--- src/rtl/mux4_rr_arbiter_pkg.sv ---
// Shared types and helpers for the four-way round-robin mux arbiter.
// rr_pick returns {found, idx}: the first requester strictly after 'last', wrapping, with 'last' itself tried last.
package mux4_arb_pkg;

    typedef enum logic {S_IDLE, S_GRANT} arb_state_t;

    localparam logic [3:0] GRANT_NONE = 4'b0000;

    function automatic logic [2:0] rr_pick(input logic [3:0] req, input logic [1:0] last);
        logic [2:0] res;
        logic [1:0] idx;
        res = 3'b000;
        // Walk from farthest to nearest so the nearest hit overwrites earlier ones.
        for (int k = 4; k >= 1; k--) begin
            idx = last + 2'(k);
            if (req[idx]) begin
                res = {1'b1, idx};
            end
        end
        return res;
    endfunction

endpackage

--- src/rtl/mux4_rr_arbiter_if.sv ---
// Valid/ready bundle between four producers, the arbiter and one consumer.
// master = producer/consumer side, slave = arbiter side.
interface mux4_rr_arbiter_if #(
    parameter int N = 1
);
    logic [N-1:0] in0_data;
    logic [N-1:0] in1_data;
    logic [N-1:0] in2_data;
    logic [N-1:0] in3_data;
    logic [3:0]   in_valid;
    logic [3:0]   in_ready;
    logic [N-1:0] out_data;
    logic         out_valid;
    logic         out_ready;
    logic [3:0]   grant;
    logic         busy;

    modport master (
        output in0_data, in1_data, in2_data, in3_data, in_valid, out_ready,
        input  in_ready, out_data, out_valid, grant, busy
    );

    modport slave (
        input  in0_data, in1_data, in2_data, in3_data, in_valid, out_ready,
        output in_ready, out_data, out_valid, grant, busy
    );
endinterface

--- src/rtl/mux4_rr_arbiter_mux4.sv ---
// Plain combinational 4:1 data mux, N bits wide.
module mux4 #(
    parameter int N = 1
) (
    input  logic [N-1:0] d0,
    input  logic [N-1:0] d1,
    input  logic [N-1:0] d2,
    input  logic [N-1:0] d3,
    input  logic [1:0]   sel,
    output logic [N-1:0] y
);
    always_comb begin
        y = d0;
        case (sel)
            2'd0:    y = d0;
            2'd1:    y = d1;
            2'd2:    y = d2;
            default: y = d3;
        endcase
    end
endmodule

--- src/rtl/mux4_rr_arbiter.sv ---
// Round-robin owner of a shared 4:1 mux onto one valid/ready output.
// Define MUX4_ARB_BURST_EN to let an owner keep the grant for up to BURST_LEN beats.
module mux4_rr_arbiter
    import mux4_arb_pkg::*;
#(
    parameter int N         = 1,
    parameter int BURST_LEN = 4
) (
    input  logic                 clk,
    input  logic                 rst_n,
    mux4_rr_arbiter_if.slave     bus
);
    arb_state_t state_q, state_d;
    logic [1:0] sel_q, sel_d;
    logic [1:0] last_q, last_d;
    logic [3:0] grant_q, grant_d;

    logic [N-1:0] mux_y;
    logic         sel_valid;
    logic         xfer;
    logic         rearb;
    logic [2:0]   pick;

`ifdef MUX4_ARB_BURST_EN
    localparam int CNT_W = $clog2(BURST_LEN + 1);
    logic [CNT_W-1:0] cnt_q, cnt_d;
    logic             burst_more;
`endif

    mux4 #(.N(N)) u_mux4 (
        .d0  (bus.in0_data),
        .d1  (bus.in1_data),
        .d2  (bus.in2_data),
        .d3  (bus.in3_data),
        .sel (sel_q),
        .y   (mux_y)
    );

    always_comb begin
        sel_valid = bus.in_valid[sel_q];
        xfer      = (state_q == S_GRANT) && sel_valid && bus.out_ready;
        // While granted, the current owner is the pointer, so it drops to lowest priority.
        pick      = rr_pick(bus.in_valid, (state_q == S_GRANT) ? sel_q : last_q);
`ifdef MUX4_ARB_BURST_EN
        burst_more = sel_valid && ((int'(cnt_q) + 1) < BURST_LEN);
`endif
    end

    always_comb begin
        bus.out_data  = mux_y;
        bus.out_valid = 1'b0;
        bus.in_ready  = 4'b0000;
        bus.grant     = grant_q;
        bus.busy      = 1'b0;
        if (state_q == S_GRANT) begin
            bus.out_valid        = sel_valid;
            bus.in_ready[sel_q]  = bus.out_ready;
            bus.busy             = 1'b1;
        end
    end

    always_comb begin
        state_d = state_q;
        sel_d   = sel_q;
        last_d  = last_q;
        grant_d = grant_q;
        rearb   = 1'b0;
`ifdef MUX4_ARB_BURST_EN
        cnt_d   = cnt_q;
`endif
        case (state_q)
            S_IDLE: begin
                rearb = 1'b1;
            end
            S_GRANT: begin
                if (xfer) begin
                    last_d = sel_q;
                    rearb  = 1'b1;
`ifdef MUX4_ARB_BURST_EN
                    if (burst_more) begin
                        rearb = 1'b0;
                        cnt_d = cnt_q + 1'b1;
                    end
`endif
                end else if (!sel_valid) begin
                    state_d = S_IDLE;
                    grant_d = GRANT_NONE;
                    last_d  = sel_q;
                end
            end
            default: begin
                state_d = S_IDLE;
                grant_d = GRANT_NONE;
            end
        endcase

        if (rearb) begin
            if (pick[2]) begin
                state_d = S_GRANT;
                sel_d   = pick[1:0];
                grant_d = 4'b0001 << pick[1:0];
`ifdef MUX4_ARB_BURST_EN
                cnt_d   = '0;
`endif
            end else begin
                state_d = S_IDLE;
                grant_d = GRANT_NONE;
            end
        end
    end

    always_ff @(posedge clk or negedge rst_n) begin
        if (!rst_n) begin
            state_q <= S_IDLE;
            sel_q   <= 2'd0;
            last_q  <= 2'd3;
            grant_q <= GRANT_NONE;
        end else begin
            state_q <= state_d;
            sel_q   <= sel_d;
            last_q  <= last_d;
            grant_q <= grant_d;
        end
    end

`ifdef MUX4_ARB_BURST_EN
    always_ff @(posedge clk or negedge rst_n) begin
        if (!rst_n) begin
            cnt_q <= '0;
        end else begin
            cnt_q <= cnt_d;
        end
    end
`endif

endmodule

--- src/flat_wrapper.sv ---
// flat-port wrapper written by rule: the top's interface ports become plain ports
module mux4_rr_arbiter_flat import mux4_arb_pkg::*;
#(
    parameter int N         = 1,
    parameter int BURST_LEN = 4
)
  (clk, rst_n, bus_in0_data, bus_in1_data, bus_in2_data, bus_in3_data, bus_in_valid, bus_out_ready, bus_in_ready, bus_out_data, bus_out_valid, bus_grant, bus_busy);
  mux4_rr_arbiter_if #(.N(N)) bus_i ();
  input  logic clk;
  input  logic rst_n;
  input wire logic [$bits(bus_i.in0_data)-1:0] bus_in0_data;
  input wire logic [$bits(bus_i.in1_data)-1:0] bus_in1_data;
  input wire logic [$bits(bus_i.in2_data)-1:0] bus_in2_data;
  input wire logic [$bits(bus_i.in3_data)-1:0] bus_in3_data;
  input wire logic [$bits(bus_i.in_valid)-1:0] bus_in_valid;
  input wire logic [$bits(bus_i.out_ready)-1:0] bus_out_ready;
  output wire logic [$bits(bus_i.in_ready)-1:0] bus_in_ready;
  output wire logic [$bits(bus_i.out_data)-1:0] bus_out_data;
  output wire logic [$bits(bus_i.out_valid)-1:0] bus_out_valid;
  output wire logic [$bits(bus_i.grant)-1:0] bus_grant;
  output wire logic [$bits(bus_i.busy)-1:0] bus_busy;
  assign bus_i.in0_data = bus_in0_data;
  assign bus_i.in1_data = bus_in1_data;
  assign bus_i.in2_data = bus_in2_data;
  assign bus_i.in3_data = bus_in3_data;
  assign bus_i.in_valid = bus_in_valid;
  assign bus_i.out_ready = bus_out_ready;
  assign bus_in_ready = bus_i.in_ready;
  assign bus_out_data = bus_i.out_data;
  assign bus_out_valid = bus_i.out_valid;
  assign bus_grant = bus_i.grant;
  assign bus_busy = bus_i.busy;
  mux4_rr_arbiter #(.N(N), .BURST_LEN(BURST_LEN)) u_core (.clk(clk), .rst_n(rst_n), .bus(bus_i));
endmodule
--- config.mk ---
export PLATFORM = sky130hd
export DESIGN_NAME = mux4_rr_arbiter_flat
export DESIGN_NICKNAME = d
export VERILOG_FILES = /design/src/rtl/mux4_rr_arbiter_pkg.sv /design/src/rtl/mux4_rr_arbiter_if.sv /design/src/rtl/mux4_rr_arbiter_mux4.sv /design/src/rtl/mux4_rr_arbiter.sv /design/src/flat_wrapper.sv
export SDC_FILE = /design/constraint.sdc
export NUM_CORES = 1
export LEC_CHECK = 0
export BUFFER_PORTS_ARGS = -buffer_cell sky130_fd_sc_hd__buf_2
export CORE_UTILIZATION = 30
export CTS_CLUSTER_SIZE = 12
export DETAILED_ROUTE_END_ITERATION = 8
export PLACE_DENSITY = 0.55
export SLEW_MARGIN = 25
export SYNTH_ARGS = -nofsm -noshare
export SYNTH_HDL_FRONTEND = slang
export SYNTH_HIERARCHICAL = 1
export SYNTH_SLANG_ARGS = --single-unit
--- constraint.sdc ---
create_clock -name clk -period 1.8 [get_ports clk]
set_input_delay 0.36 -clock clk [delete_from_list [all_inputs] [get_ports clk]]
set_output_delay 0.36 -clock clk [all_outputs]
set_load 0.005 [all_outputs]
## Word level (Yosys, flattened, before mapping)

Cells that the tools add are included.

| word-level totals | value |
|---|---|
| bits in registers | 9 |
| latch bits | 0 |
| bits in writable memories | 0 |
| memory bits (read-only) | 0 |
| input bits | 11 |
| word-level logic and storage cells | 64 |
| memories | 0 |

| operators by class | value |
|---|---|
| add/sub/neg operators | 3 |
| multipliers | 0 |
| divide/modulo/power cells | 0 |
| magnitude comparators | 6 |
| eq/ne operators | 5 |
| shift operators | 1 |
| muxes and demuxes | 35 |
| bitwise logic cells | 2 |
| reduce and logical (&&, ||, !) cells | 8 |

Operators by type and width:

| kind | count |
|---|---|
| $mux 4 | 6 |
| $lt 2x3->1 const B | 5 |
| $mux 1 | 14 |
| $mux 3 | 4 |
| $bmux 1 s2 | 5 |
| $mux 2 | 3 |
| $ne 2x2->1 const B | 3 |
| $add 2x2->2 const B | 2 |
| $and 4x4->4 | 1 |
| $reduce_and 2->1 | 2 |
| $shl 1x2->4 const A | 1 |
| $logic_and 1x1->1 | 3 |
| $pmux 1 s3 | 1 |
| $reduce_and 3->1 | 1 |
| $add 2x1->2 const B | 1 |
| $demux 1 s2 | 1 |
| $eq 2x1->1 const B | 1 |
| $eq 2x2->1 const B | 1 |
| $ge 2x1->1 const B | 1 |
| $logic_not 2->1 | 1 |
| $pmux 1 s2 | 1 |
| $reduce_bool 2->1 | 1 |
| $not 1->1 | 1 |

## Logic depth before layout (Yosys ltp)

| logic depth | value |
|---|---|
| depth in word-level cells | 10 |
| mapped depth | 6 |
| gate-level depth less buffers | 5 |

## By module

Netlist, hierarchy kept.

Modules (own cells, without submodules):

| module | times used | cells an instance | area an instance (µm²) |
|---|---|---|---|
| mux4_rr_arbiter | 1 | 55 | 543.0 |
| mux4 | 1 | 1 | 22.5 |

## Worst setup path after synthesis

No wires, ideal clock.

| path | value |
|---|---|
| path kind | reg-to-reg |
| start point | register u_core.sel_q[0] |
| end point | register u_core.last_q[1] |
| library setup time | 0.085 ns |
| arrival time | 1.510 ns |
| path slack | 0.205 ns |
| stages on the path, launching flop included | 4 |
| period minus slack after synthesis | 1.595 ns |
| path through | dfrtp_1 -> mux4_2 -> a21boi_1 -> mux2_1 |

| between the ends | value |
|---|---|
| cells in the longest elaborated chain, start to end | 6 |
| elaborated cells on any way between the ends | 7 |
| those cells by class | eq/ne (1); mux (3); reduce/logical (3) |

Ends and longest elaborated chain:

| what | RTL line | RTL |
|---|---|---|
| from (decl) | mux4_rr_arbiter.sv:14 | `logic [1:0] sel_q, sel_d;` |
| from (signal assigned) | mux4_rr_arbiter.sv:120 | `sel_q <= sel_d;` |
| $bmux 1 s2 * | mux4_rr_arbiter.sv:40 | `sel_valid = bus.in_valid[sel_q];` |
| $mux 1 (implied by the code) * | mux4_rr_arbiter.sv:40 |  |
| $logic_and 1x1->1 (2 in a row) | mux4_rr_arbiter.sv:41 | `xfer = (state_q == S_GRANT) && sel_valid && bus.out_ready;` |
| $ne 2x2->1 (no source line) | n/a |  |
| $reduce_and 2->1 (no source line) | n/a |  |
| to (signal assigned) | mux4_rr_arbiter.sv:121 | `last_q <= last_d;` |
| to (decl) | mux4_rr_arbiter.sv:15 | `logic [1:0] last_q, last_d;` |

Every way passes the cells marked *; elsewhere a longest branch is shown, timed or not. The select of a mux whose other input is x is not followed.
A chain may end at the register's enable or synchronous reset.

## Final worst setup path

| path | value |
|---|---|
| start point | register u_core.sel_q[0] |
| end point | output bus_out_valid |

| between the ends | value |
|---|---|
| cells in the longest elaborated chain, start to end | 3 |

Ends and longest elaborated chain:

| what | RTL line | RTL |
|---|---|---|
| $bmux 1 s2 | mux4_rr_arbiter.sv:40 |  |
| $mux 1 (implied by the code) | mux4_rr_arbiter.sv:40 |  |
| $mux 1 | mux4_rr_arbiter.sv:55 | `if (state_q == S_GRANT) begin` |
| to (decl) | flat_wrapper.sv:19 | `output wire logic [$bits(bus_i.out_valid)-1:0] bus_out_valid;` |

No other way between the ends. The select of a mux whose other input is x is not followed.

==> flow_metrics.env <==
export IMPL_status="finished clean"
export IMPL_slew_headroom=0.795
export IMPL_holdPathEnd="u_core/state_q"
export IMPL_io_pins=22
export IMPL_num_rows=15
export IMPL_reg2reg_from="u_core/sel_q[0]"
export IMPL_diodes=0
export IMPL_power_density_nw_per_um2=1760
export IMPL_drc_errors=0
export IMPL_postSynthAreaPerCell_um2=10.1
export IMPL_cts_max_level=1
export IMPL_grt_ovfl_total=0
export IMPL_grt_pass1_wl_mm=2.05
export IMPL_hold_viol=0
export IMPL_period_needed_ns=1.79
export IMPL_r2r_end="u_core/bus.grant[0]"
export IMPL_clkLatencyLatePin_ns=0.25
export IMPL_worstHoldPathCells=2
export IMPL_final_area_um2=805
export IMPL_fin_crit_sh=0.995
export IMPL_die_w_um=45.4
export IMPL_worst_setup_path_type="flop to primary output"
export IMPL_timing_final_ws_setup_ns=0.00959
export IMPL_clockBufferDepth=2
export IMPL_core_area_um2=1750
export IMPL_r2r_cells=6
export IMPL_slew_viol_final=0
export IMPL_rrSetupSlack_ns=0.08
export IMPL_cts_tree="built"
export IMPL_drt_iter0_markers=8
export IMPL_hp_class="input port to flop"
export IMPL_crit_buf_inv=2
export IMPL_hold_start="bus_out_ready"
export IMPL_tightest_slew_ns=0.307
export IMPL_vias=533
export IMPL_yosys_warnings=6
export IMPL_synth_area_leaders="dfrtp_1 31%, dfstp_2 9.3%, mux4_2 8.0%"
export IMPL_die_y_um=45.4
export IMPL_root_buffer="clkbuf_4"
export IMPL_crit_path_top_delay_cell="mux4_2"
export IMPL_cp_arrival_ns=1.43
export IMPL_crit_fanout=3
export IMPL_rsz0062_at_grt="yes"
export IMPL_clkTransAtPathRegs_ns=0.06
export IMPL_synthesis_area_um2=566
export IMPL_yosysTopAreaCellShare=0.310
export IMPL_hold_ws_ns=0.390
export IMPL_portBuffers=21
export IMPL_firstDrtPassIters=4
export IMPL_cp_top_family="multiplexers"
export IMPL_gp_congestion=0.749
export IMPL_syn_instance_count=56
export IMPL_power_leakage_nw=0.397
export IMPL_cts_buffers=3
export IMPL_worst_ep_required_time_ns=1.44
export IMPL_finalNetCount=101
export IMPL_critical_path_cell_chain="mux4_2 > nand2_2 > inv_2 > buf_6"
export IMPL_layout_drive_gt1_share=0.528
export IMPL_synth_top_area_cell="dfrtp_1"
export IMPL_seq_area_frac_synth=0.403
export IMPL_syn_to_final_growth_pct=42.3
export IMPL_drtAntennaViolNets=0
export IMPL_fmax_mhz=559
export IMPL_die_area_um2=2060
export IMPL_maxCapViolCount=0
export IMPL_clock_skew_final_ns=0.00392
export IMPL_grt_max_degree=10
export IMPL_wirelength_mm=1.27
export IMPL_synth_seq_cells=9
export IMPL_grt_pass1_vias=486
export IMPL_dpl_hpwl_um=972
export IMPL_cts_sinks=9
export IMPL_end_kind="primary output"
export IMPL_antenna_found_initial=0
export IMPL_synth_edf_count=0
export IMPL_yosysMostFrequentCell="nand2_1"
export IMPL_vdd_drop_max_mv=0.802
export IMPL_crit_path_start_kind="flop"
export IMPL_finalSetupViolations=0
export IMPL_power_mw=1.42
export IMPL_synth_ff_type="dfrtp_1"
export IMPL_synth_distinct_cells=25
export IMPL_start_util=0.324
export IMPL_wl_per_cell_um=11.2
export IMPL_syn_nets=67
export IMPL_dp_slack_ns=0.114
export IMPL_n_fill_cell=187
export IMPL_placed_area_um2=724
export IMPL_ys_top_cells_by_count="11 x nand2_1, 8 x nor2_1, 7 x dfrtp_1"
export IMPL_max_stage_delay_ns=0.55
export IMPL_synthArstFlopShare=1.00
export IMPL_grt_use_total=0.140
export IMPL_viasPerCell=4.68
-- cells by family (layout without fill, tap and decap cells) --
group	count (synthesis)	in the layout	share of synthesized area
simple gates	24	24	0.195
compound gates	14	14	0.199
flops	9	9	0.403
mux	6	6	0.177
buf+inv	3	36	0.0266
-- worst max-delay path by stage --
| stage | from | endpoint | slack [ns] | cells past startpoint |
|---|---|---|---|---|
| after floorplan | u_core/sel_q[0] | u_core/last_q[1] | 0.20 | 3 |
| after global placement | bus_in_valid[3] | u_core/last_q[0] | 0.12 | 4 |
| after detailed placement | bus_in_valid[3] | u_core/last_q[0] | 0.11 | 4 |
| after CTS | u_core/sel_q[0] | bus_out_valid | -0.02 | 4 |
| after global routing | u_core/sel_q[0] | bus_out_valid | -0.04 | 4 |
| final | u_core/sel_q[0] | bus_out_valid | 0.01 | 4 |
-- power breakdown --
part,leakage [nW],internal [mW],switching [mW]
sequential,0.109,0.316,0.112
clock,0.0150,0.0850,0.0640
combinational,0.273,0.476,0.364
total,0.397,0.878,0.540
-- through the flow --
| stage | std cells | util | setup TNS [ns] |
|---|---|---|---|
| after global placement | 105 | 0.415 | 0 |
| after floorplan | 56 | - | 0 |
| after detailed placement | 105 | 0.415 | 0 |
| final | 114 | 0.461 | 0 |
| after global routing | 114 | 0.461 | -0.0866 |
| after CTS | 113 | 0.450 | -0.0209 |
-- layout make-up --
class,instances,area [um2],share of cell area
Inverter,2,7.51,0.00933
Clock buffer,4,26.3,0.0327
Timing Repair Buffer,30,181,0.226
Sequential cell,9,229,0.285
Tap cell,25,31.3,0.0389
Multi-Input combinational cell,44,329,0.409
-- registers in the layout, indices dropped and copies added, names as in the netlist --
register,flops
u_core/bus.grant,4
u_core/last_q,2
u_core/sel_q,2
u_core/state_q,1
-- placed cells by master (no fill, tap or decap), types with 3 or more instances in the layout --
cell type,instances
buf_2,20
buf_4,8
clkbuf_4,3
dfrtp_1,6
nand2_1,10
nor2_1,8
-- per-layer routing --
metal | up-vias | track usage | wire [um]
met3 | 0 | 0.0595 | 63
met1 | 245 | 0.176 | 603
met4 | 0 | 0 | 0
met5 | - | 0 | 0
li1 | 269 | - | -
met2 | 19 | 0.237 | 605
-- worst register-to-register path, delay by kind of cell, from the launching register on --
| kind | cells | cell delay (ns) |
|---|---|---|
| mux | 1 | 0.55 |
| flops | 1 | 0.40 |
| compound gates | 2 | 0.38 |
| buf+inv | 1 | 0.16 |
| simple gates | 2 | 0.13 |
-- repair_timing --
action                                 CTS  global route
setup endpoints to repair                2             5
setup buffers                            3             1
endpoints found under the hold margin    7             0
gates resized for setup                  1             4
hold buffers                             1             0
pin swaps                                1             0
Power figures use the tool's default switching activity.
